File: src/rtl/vending_pkg.sv
// Shared types and constants for the multi-product vending controller.
// Credit is counted in 0.5 TL units throughout.
package vending_pkg;

    typedef enum logic [1:0] {
        ST_IDLE    = 2'd0,
        ST_COLLECT = 2'd1,
        ST_VEND    = 2'd2,
        ST_CHANGE  = 2'd3
    } state_e;

    // Coin denominations expressed in credit units.
    localparam logic [1:0] HALF = 2'd1;
    localparam logic [1:0] FULL = 2'd2;

    // Default price table: slot 0 = 5 TL, slot 1 = 2 TL, slot 2 = 1.5 TL.
    localparam logic [17:0] DEFAULT_PRICES = {6'd3, 6'd4, 6'd10};

    // Credit units carried by one coin of the given denomination.
    function automatic logic [1:0] coin_units(input logic full);
        logic [1:0] units;
        if (full) begin
            units = FULL;
        end else begin
            units = HALF;
        end
        return units;
    endfunction

endpackage

File: src/rtl/vending_motor_timer.sv
// Down-counter that times the VEND motor window and the change-return
// half-periods. A load restarts the count; done is high during the last
// counted cycle so the controller can leave the phase on that edge.
module vending_motor_timer
    import vending_pkg::*;
#(
    parameter int W = 3
) (
    input  logic         clock,
    input  logic         reset,
    input  logic         load,
    input  logic [W-1:0] load_val,
    output logic         done
);

    logic [W-1:0] cnt_r;

    // Load on request, otherwise count down and rest at zero.
    always_ff @(posedge clock) begin
        if (reset) begin
            cnt_r <= '0;
        end else if (load) begin
            cnt_r <= load_val;
        end else if (cnt_r != '0) begin
            cnt_r <= cnt_r - W'(1);
        end else begin
            cnt_r <= cnt_r;
        end
    end

    assign done = (cnt_r == W'(1));

endmodule

File: src/rtl/vending_multi.sv
// Multi-product vending controller: coin collection, price check,
// timed product motor and optional change return.
// Build option: define VENDING_CHANGE_EN to enable change return after a
// vend and refund on cancel; without it leftover credit stays in COLLECT.
module vending_multi
    import vending_pkg::*;
#(
    parameter int                              NUM_PRODUCTS = 3,
    parameter int                              CREDIT_W     = 6,
    parameter logic [NUM_PRODUCTS*CREDIT_W-1:0] PRICES      = DEFAULT_PRICES,
    parameter int                              MOTOR_CYCLES = 4
) (
    input  logic                    clock,
    input  logic                    reset,
    input  logic                    coin_valid,
    input  logic                    coin_full,
    input  logic                    cancel,
    input  logic [NUM_PRODUCTS-1:0] select,
    output logic [NUM_PRODUCTS-1:0] motor,
    output logic                    change_motor,
    output logic                    coin_reject,
    output logic [CREDIT_W-1:0]     credit,
    output logic                    busy
);

    localparam int          TW         = $clog2(MOTOR_CYCLES + 3);
    localparam logic [TW-1:0] MOTOR_LOAD = TW'(MOTOR_CYCLES);
`ifdef VENDING_CHANGE_EN
    // Two-cycle period: first cycle change_motor high, second cycle low.
    localparam logic [TW-1:0] CHG_LOAD   = TW'(2);
`endif

    state_e                  state_r, state_nx_s;
    logic [CREDIT_W-1:0]     credit_r, credit_nx_s;
    logic [NUM_PRODUCTS-1:0] motor_r, motor_nx_s;
    logic [NUM_PRODUCTS-1:0] vend_oh_r, vend_oh_nx_s;
    logic                    change_r, change_nx_s;
    logic                    reject_r, reject_nx_s;
    logic                    busy_r, busy_nx_s;

    logic                    sel_hit_s;
    logic [NUM_PRODUCTS-1:0] sel_oh_s;
    logic [CREDIT_W-1:0]     sel_price_s;
    logic [CREDIT_W:0]       coin_sum_s;
    logic                    coin_ok_s;
    logic                    tmr_load_s;
    logic [TW-1:0]           tmr_val_s;
    logic                    tmr_done_s;

`ifndef VENDING_CHANGE_EN
    // Refund requests have no effect when change return is not built in.
    logic unused_cancel_s;
    assign unused_cancel_s = cancel;
`endif

    vending_motor_timer #(.W(TW)) u_timer (
        .clock    (clock),
        .reset    (reset),
        .load     (tmr_load_s),
        .load_val (tmr_val_s),
        .done     (tmr_done_s)
    );

    // Lowest-index priority pick of the requested slot and its price.
    always_comb begin
        sel_hit_s   = 1'b0;
        sel_oh_s    = '0;
        sel_price_s = '0;
        for (int i = NUM_PRODUCTS - 1; i >= 0; i--) begin
            if (select[i]) begin
                sel_hit_s   = 1'b1;
                sel_oh_s    = NUM_PRODUCTS'(1) << i;
                sel_price_s = PRICES[i*CREDIT_W +: CREDIT_W];
            end else begin
                sel_hit_s   = sel_hit_s;
            end
        end
    end

    // Coin acceptance: only while collecting and only if credit cannot wrap.
    always_comb begin
        coin_sum_s = {1'b0, credit_r} + {{(CREDIT_W-1){1'b0}}, coin_units(coin_full)};
        coin_ok_s  = coin_valid
                   && ((state_r == ST_IDLE) || (state_r == ST_COLLECT))
                   && !coin_sum_s[CREDIT_W];
    end

    // Next-state, next-credit and next-output computation.
    always_comb begin
        state_nx_s   = state_r;
        credit_nx_s  = credit_r;
        motor_nx_s   = '0;
        vend_oh_nx_s = vend_oh_r;
        change_nx_s  = 1'b0;
        reject_nx_s  = coin_valid && !coin_ok_s;
        tmr_load_s   = 1'b0;
        tmr_val_s    = '0;

        case (state_r)
            ST_IDLE, ST_COLLECT: begin
                if (coin_ok_s) begin
                    credit_nx_s = coin_sum_s[CREDIT_W-1:0];
                    state_nx_s  = ST_COLLECT;
                end else if (sel_hit_s && (credit_r >= sel_price_s)) begin
                    credit_nx_s  = credit_r - sel_price_s;
                    state_nx_s   = ST_VEND;
                    motor_nx_s   = sel_oh_s;
                    vend_oh_nx_s = sel_oh_s;
                    tmr_load_s   = 1'b1;
                    tmr_val_s    = MOTOR_LOAD;
`ifdef VENDING_CHANGE_EN
                end else if (cancel && (state_r == ST_COLLECT)) begin
                    state_nx_s  = ST_CHANGE;
                    change_nx_s = 1'b1;
                    tmr_load_s  = 1'b1;
                    tmr_val_s   = CHG_LOAD;
`endif
                end else begin
                    state_nx_s = state_r;
                end
            end
            ST_VEND: begin
                if (tmr_done_s) begin
                    if (credit_r != '0) begin
`ifdef VENDING_CHANGE_EN
                        state_nx_s  = ST_CHANGE;
                        change_nx_s = 1'b1;
                        tmr_load_s  = 1'b1;
                        tmr_val_s   = CHG_LOAD;
`else
                        state_nx_s  = ST_COLLECT;
`endif
                    end else begin
                        state_nx_s = ST_IDLE;
                    end
                end else begin
                    motor_nx_s = vend_oh_r;
                end
            end
            ST_CHANGE: begin
`ifdef VENDING_CHANGE_EN
                if (tmr_done_s) begin
                    // Low half-period over: start the next pulse.
                    change_nx_s = 1'b1;
                    tmr_load_s  = 1'b1;
                    tmr_val_s   = CHG_LOAD;
                end else if (credit_r <= CREDIT_W'(1)) begin
                    // Last unit returned in this high cycle.
                    credit_nx_s = '0;
                    state_nx_s  = ST_IDLE;
                end else begin
                    credit_nx_s = credit_r - CREDIT_W'(1);
                end
`else
                state_nx_s = ST_IDLE;
`endif
            end
            default: begin
                state_nx_s  = ST_IDLE;
                credit_nx_s = '0;
            end
        endcase

        busy_nx_s = (state_nx_s == ST_VEND) || (state_nx_s == ST_CHANGE);
    end

    // State, credit and registered output update.
    always_ff @(posedge clock) begin
        if (reset) begin
            state_r   <= ST_IDLE;
            credit_r  <= '0;
            motor_r   <= '0;
            vend_oh_r <= '0;
            change_r  <= 1'b0;
            reject_r  <= 1'b0;
            busy_r    <= 1'b0;
        end else begin
            state_r   <= state_nx_s;
            credit_r  <= credit_nx_s;
            motor_r   <= motor_nx_s;
            vend_oh_r <= vend_oh_nx_s;
            change_r  <= change_nx_s;
            reject_r  <= reject_nx_s;
            busy_r    <= busy_nx_s;
        end
    end

    assign motor        = motor_r;
    assign change_motor = change_r;
    assign coin_reject  = reject_r;
    assign credit       = credit_r;
    assign busy         = busy_r;

endmodule

File: config.mk
export PLATFORM = sky130hd
export DESIGN_NAME = vending_multi
export DESIGN_NICKNAME = d
export VERILOG_FILES = /design/src/rtl/vending_pkg.sv /design/src/rtl/vending_motor_timer.sv /design/src/rtl/vending_multi.sv
export SDC_FILE = /design/constraint.sdc
export NUM_CORES = 1
export LEC_CHECK = 0
export BUFFER_PORTS_ARGS = -buffer_cell sky130_fd_sc_hd__buf_4
export CAP_MARGIN = 20
export CORE_ASPECT_RATIO = 2
export CORE_MARGIN = 2
export CORE_UTILIZATION = 30
export DETAILED_ROUTE_END_ITERATION = 10
export PLACE_DENSITY = 0.52
export SYNTH_ARGS = -nofsm -noshare
export SYNTH_HDL_FRONTEND = slang
export SYNTH_SLANG_ARGS = --single-unit
File: constraint.sdc
create_clock -name clock -period 5.6 [get_ports clock]
set_input_delay 0 -clock clock [delete_from_list [all_inputs] [get_ports clock]]
set_output_delay 0 -clock clock [all_outputs]
set_load 0.05 [all_outputs]
; Yosys cells after proc, flatten, opt, wreduce, memory -nomap -nowiden
; Index checks and enable logic that the tools add are counted.
[classes]
addsub = 3
magnitude_cmp = 1
eq_ne = 6
muxes = 29
bitwise_logic = 1
reduce_logical = 16
[ops]
columns = cell, count
row1 = $mux 3, 11
row2 = $mux 6, 4
row3 = $mux 2, 5
row4 = $eq 2x2->1 const B, 4
row5 = $add 6x2->7, 1
row6 = $mux 1, 7
row7 = $ge 6x6->1, 1
row8 = $pmux 2 s3, 1
row9 = $pmux 3 s2, 1
row10 = $reduce_bool 6->1, 1
row11 = $sub 6x6->6, 1
row12 = $logic_and 1x1->1, 4
row13 = $reduce_bool 2->1, 2
row14 = $eq 3x1->1 const B, 1
row15 = $reduce_and 3->1, 1
row16 = $reduce_bool 3->1, 1
row17 = $sub 3x1->3 const B, 1
row18 = $eq 2x1->1 const B, 1
row19 = $logic_not 1->1, 2
row20 = $logic_not 2->1, 1
row21 = $logic_or 1x1->1, 2
row22 = $reduce_and 2->1, 1
row23 = $reduce_or 2->1, 1
row24 = $not 1->1, 1
[totals]
reg_bits = 19
inputBits = 8
out_inout_bits = 12
elab_cells = 63

; Logic depth before layout (Yosys ltp)
[depth]
depth_word = 10
depth_mapped = 10
ltp_nobuf = 9

; Hierarchy
; Synthesis repeated with hierarchy kept, for this count alone.
[hier_totals]
hier_cells = 139
area_unflattened_um2 = 1236.2
[modules_own_cells]
columns = module, instances, cells_each, area_each_um2
row1 = vending_multi, 1, 116, 1012.2
row2 = vending_motor_timer, 1, 23, 224.0

; Worst setup path before layout
; OpenSTA, ideal clock, no wires.
[synth_timing]
path_kind = reg-to-reg
startpoint = register credit_r[0], in the netlist credit[0]
endpoint = register credit_r[5], in the netlist credit[5]
t_arrival_ns = 2.436
slack_ns = 3.040
path_stages_with_launch = 10
path_cell_list = dfxtp_1 -> ha_1 -> inv_1 -> fa_1 -> nand4b_2 -> o21ai_2 -> o211ai_2 -> buf_6 -> o32ai_2 -> mux2_1
[synth_via]
elab_chain_cells = 5
elab_cells_between_ends = 10
[synth_lines]
columns = element, line
row1 = "start, declared", vending_multi.sv:34  ; logic [CREDIT_W-1:0] credit_r, credit_nx_s;
row2 = "start signal, assigned", vending_multi.sv:179  ; credit_r <= credit_nx_s;
row3 = $add 6x2->7, vending_multi.sv:82  ; coin_sum_s = {1'b0, credit_r} + {{(CREDIT_W-1){1'b0}}, coin_units(coin_full)};
row4 = $logic_not 1->1, vending_multi.sv:85  ; && !coin_sum_s[CREDIT_W];
row5 = $logic_and 1x1->1, vending_multi.sv:85
row6 = $reduce_bool 2->1 (no line), -
row7 = $reduce_and 2->1 (no line), -
; Parallel ways exist; a longest one is shown, timed or not. The select of a mux whose other input is x is not followed.
; A chain may end at the register's enable or synchronous reset.

; Worst setup path after layout
; Ends and elaborated chain as after synthesis.

==> impl_summary.txt <==
----------------------------------------------------
[Outcome]
  Result of the run ... completed

[Clocking]
  Clock transition at path regs ... around 0.080 ns
  Maximum root-to-sink buffer count ... 2
  TritonCTS clock tree ... yes
  Post-CTS Repair Setup Buffers ... 0
  Number of hold buffers added after CTS ... 0
  CTS sink cnt ... 19
  Root cell of the clock tree ... clkbuf_8
  Worst skew pair latency ... about 0.26 ns
  CTS buffer count ... 3
  Count of H-tree levels built during CTS ... 1
  Post-CTS Resized ... 0

[STA]
  Peak clock frequency supported by timing ... around 0.41 GHz
  Transition time at the pin with the least slew margin ... 0.572 ns
  Skew final ... ~0.0067 ns
  Worst slack on hold paths ... around 0.032 ns
  Unrepaired setup endpoints after global routing ... no
  Final worst path period share ... between 40% and 50%
  Setup-failing EPs final ... 0
  Number of hold-slack violations in the final timing report ... 0
  Max-slew headroom at the worst pin ... 61.9%
  Final period demand of the worst path ... between 2 and 2.5 ns
  Sum of negative setup slack ... 0 ns
  Final Max Slew Viols ... 0

[Critical path]
  Setup CP Type ... register to register
  Critical R2R Launch ... credit[0]
  Worst path required time ... between 5 and 6 ns
  Critical path data arrival time ... roughly 2.6 ns
  CP Max Fanout ... 11
  CP max stage delay ... approximately 0.44 ns
  Critical-path top delay cell ... fa_1
  Source of the critical timing path ... credit[0]
  Critical Path Start Type ... register
  CP endpoint kind ... register
  Length in cells of the worst reg-to-reg path ... 8
  Worst reg-to-reg setup slack ... around 3.1 ns
  CP cell instances ... ha_1 -> inv_1 -> fa_1 -> nand4b_2 -> o21ai_2 -> o211ai_2 -> o32ai_2 -> mux2_1

[Floorplanning]
  Count of pins on the block boundary ... 20
  Initial core utilization ... between 30% and 40%
  Die extent in y ... ~95 um
  Core footprint ... 4050 um2
  Count of standard-cell rows ... 33
  Area of the die ... 4700 um2
  Width of the die ... 49.5 um

[Job]
  Max_cap viols ... 0

[Global routing]
  Vias in the first global route ... 1067
  Overflow left after global routing ... 0
  Total global routing track utilization ... 13.2%
  Largest net degree at the start of global routing ... 22
  Number of antenna violations at the first check in global routing ... 0
  First-pass GRT wire length ... about 4700 um

[Synth]
  Netlist cell types ... 46
  Warning count from the yosys run ... 0
  Leading cell types by total area after synthesis ... dfxtp_1 31%, ha_1 9.1%, nor2_1 5.1%, inv_1 4.2%, a21oi_1 4.0%
  Sequential-to-total area share from yosys stat ... between 30% and 40%
  Number of enable-type register cells in the synthesized netlist ... 0
  Flip-flop and latch count after synthesis ... 19
  Synthesized area ... around 1200 um2
  Synthesized area divided by synthesized cell count ... approximately 8.7 um2
  Async set-reset flop share out of synthesis ... 0%
  Most frequently used flop master after synthesis ... dfxtp_1
  Cells after synthesis ... around 140
  Synthesized netlist net count ... ~160
  Share of the synthesized area in the top cell type ... a little under a third
  Leading area contributor after synthesis ... dfxtp_1

[Finish]
  Post-route cell area ... approximately 1400 um2
  Fill cell instance count of the final layout ... between 400 and 500
  Layout area overhead ... 16.2%
  Fraction of final layout cells with drive strength greater than 1 ... about a fifth
  Post-layout net count ... around 180
  Antenna Diode Count ... 0
  Post-layout utilization of the core ... a little over a third

[Placement]
  Placed cell area ... ~1400 um2
  Post-detailed-placement half-perimeter wirelength ... about 2200 um
  Final weighted congestion of routability-driven global placement ... ~0.78
  Buffers added on ports ... 17

[Drt]
  Number of design-rule violations left by the first detailed-router iteration ... 12
  Via density per instance ... between 4 and 5
  DRT Wirelength ... between 2000 and 3000 um
  Remaining design rule violation count ... 0
  DR vias ... about 1000
  Post-detailed-route count of antenna-violating nets ... 0
  Per-cell routed wire length ... approximately 13 um
  First-pass iteration count of the detailed router ... 4

[Worst hold path]
  Number of stages on the worst hold path ... 3
  Hold Crit Class ... primary input to register
  Critical hold path startpoint ... select[0]

[Power]
  Worst IR drop on VDD ... roughly 0.00035 V
  Power consumption ... 0.818 mW
  Standby leakage power ... 0.647 nW
  Areal power density over the cells ... 566 nW/um2

----------------------------------------------------
## metal layers
metal / wire, um / vias up / global-route usage, % / share of wire [%]
li1: - / 533 / - / -
met1: 1040 / 489 / 12.9 / 37
met4: 72 / 0 / 7.41 / 2.6
met3: 57 / 6 / 1.57 / 2.1
met2: 1610 / 13 / 26.0 / 58
met5: 0 / - / 0 / 0
## sequential cells by signal (all words and copies together) (netlist names)
signal         count
credit             6
motor              3
u_timer.cnt_r      3
vend_oh_r          3
state_r            2
busy               1
coin_reject        1
## synthesized netlist by cell type, types with 2 or more instances
master    count
nand2b_1      7
nand2_1      10
mux2i_1       3
a31oi_1       2
a22oi_1       2
a211o_1       2
xor2_1        2
buf_6         2
clkbuf_1      2
nor3_1        3
fa_1          2
a21oi_2       3
a21oi_1      10
a21o_1        4
inv_1        14
nor2_1       17
dfxtp_1      19
o21ai_2       2
o21ai_0       2
ha_1          9
## metrics by stage
stage | setup slack (ns) | std cells
6_report | 3.14 | 211
5_1_grt | 2.99 | 211
4_1_cts | 3.12 | 211
3_5_place_dp | 3.14 | 207
3_3_place_gp | 3.18 | 207
2_1_floorplan | 3.04 | 143
## power by group
group | switching, mW | internal [mW]
Sequential | 0.0521 | 0.178
Clock | 0.0500 | 0.0495
Combinational | 0.303 | 0.185
## layout make-up
cell class / count / area, um2 / share of cell area [%]
clock buffer: 3 / 41.3 / 2.86
clock inverter: 1 / 5.00 / 0.347
inverter: 14 / 52.6 / 3.64
multi-input combinational: 105 / 772 / 53.5
sequential: 19 / 380 / 26.3
tap: 52 / 65.1 / 4.51
timing repair buffer: 17 / 128 / 8.84
## final timing paths
| kind | end |
|---|---|
| min | vend_oh_r[0] |
| max | credit[5] |
| min reg2reg | motor[2] |
| max reg2reg | credit[5] |
## critical path: cells and delay by family (launching register included)
kind	cells	cell delay, ns
compound gates	3	0.65
mux	1	0.34
buf+inv	1	0.06
fa+ha+maj	2	0.64
simple gates	1	0.26
flops	1	0.40
## cell usage in the layout (no fill, tap or decap), drive strengths merged, types with 3 or more instances in the layout
cell type	instances
dfxtp	19
buf	17
mux2i	3
a21oi	13
clkbuf	3
o21ai	4
nor2	17
nor3	3
a21o	4
nand2b	7
ha	9
nand2	10
inv	14
## logic make-up (layout without fill, tap and decap cells)
logic type      count (synthesis)  count (layout)  share of synthesized area (%)
simple gates                   48              48                           19.8
compound gates                 37              37                           23.4
flops                          19              19                           30.6
buf+inv                        19              35                           7.25
fa+ha+maj                      11              11                           12.3
mux                             5               5                           4.23
xor+xnor                        3               3                           2.12
other cells                     1               1                          0.302
Note: power is estimated with default switching activity, not from simulation.
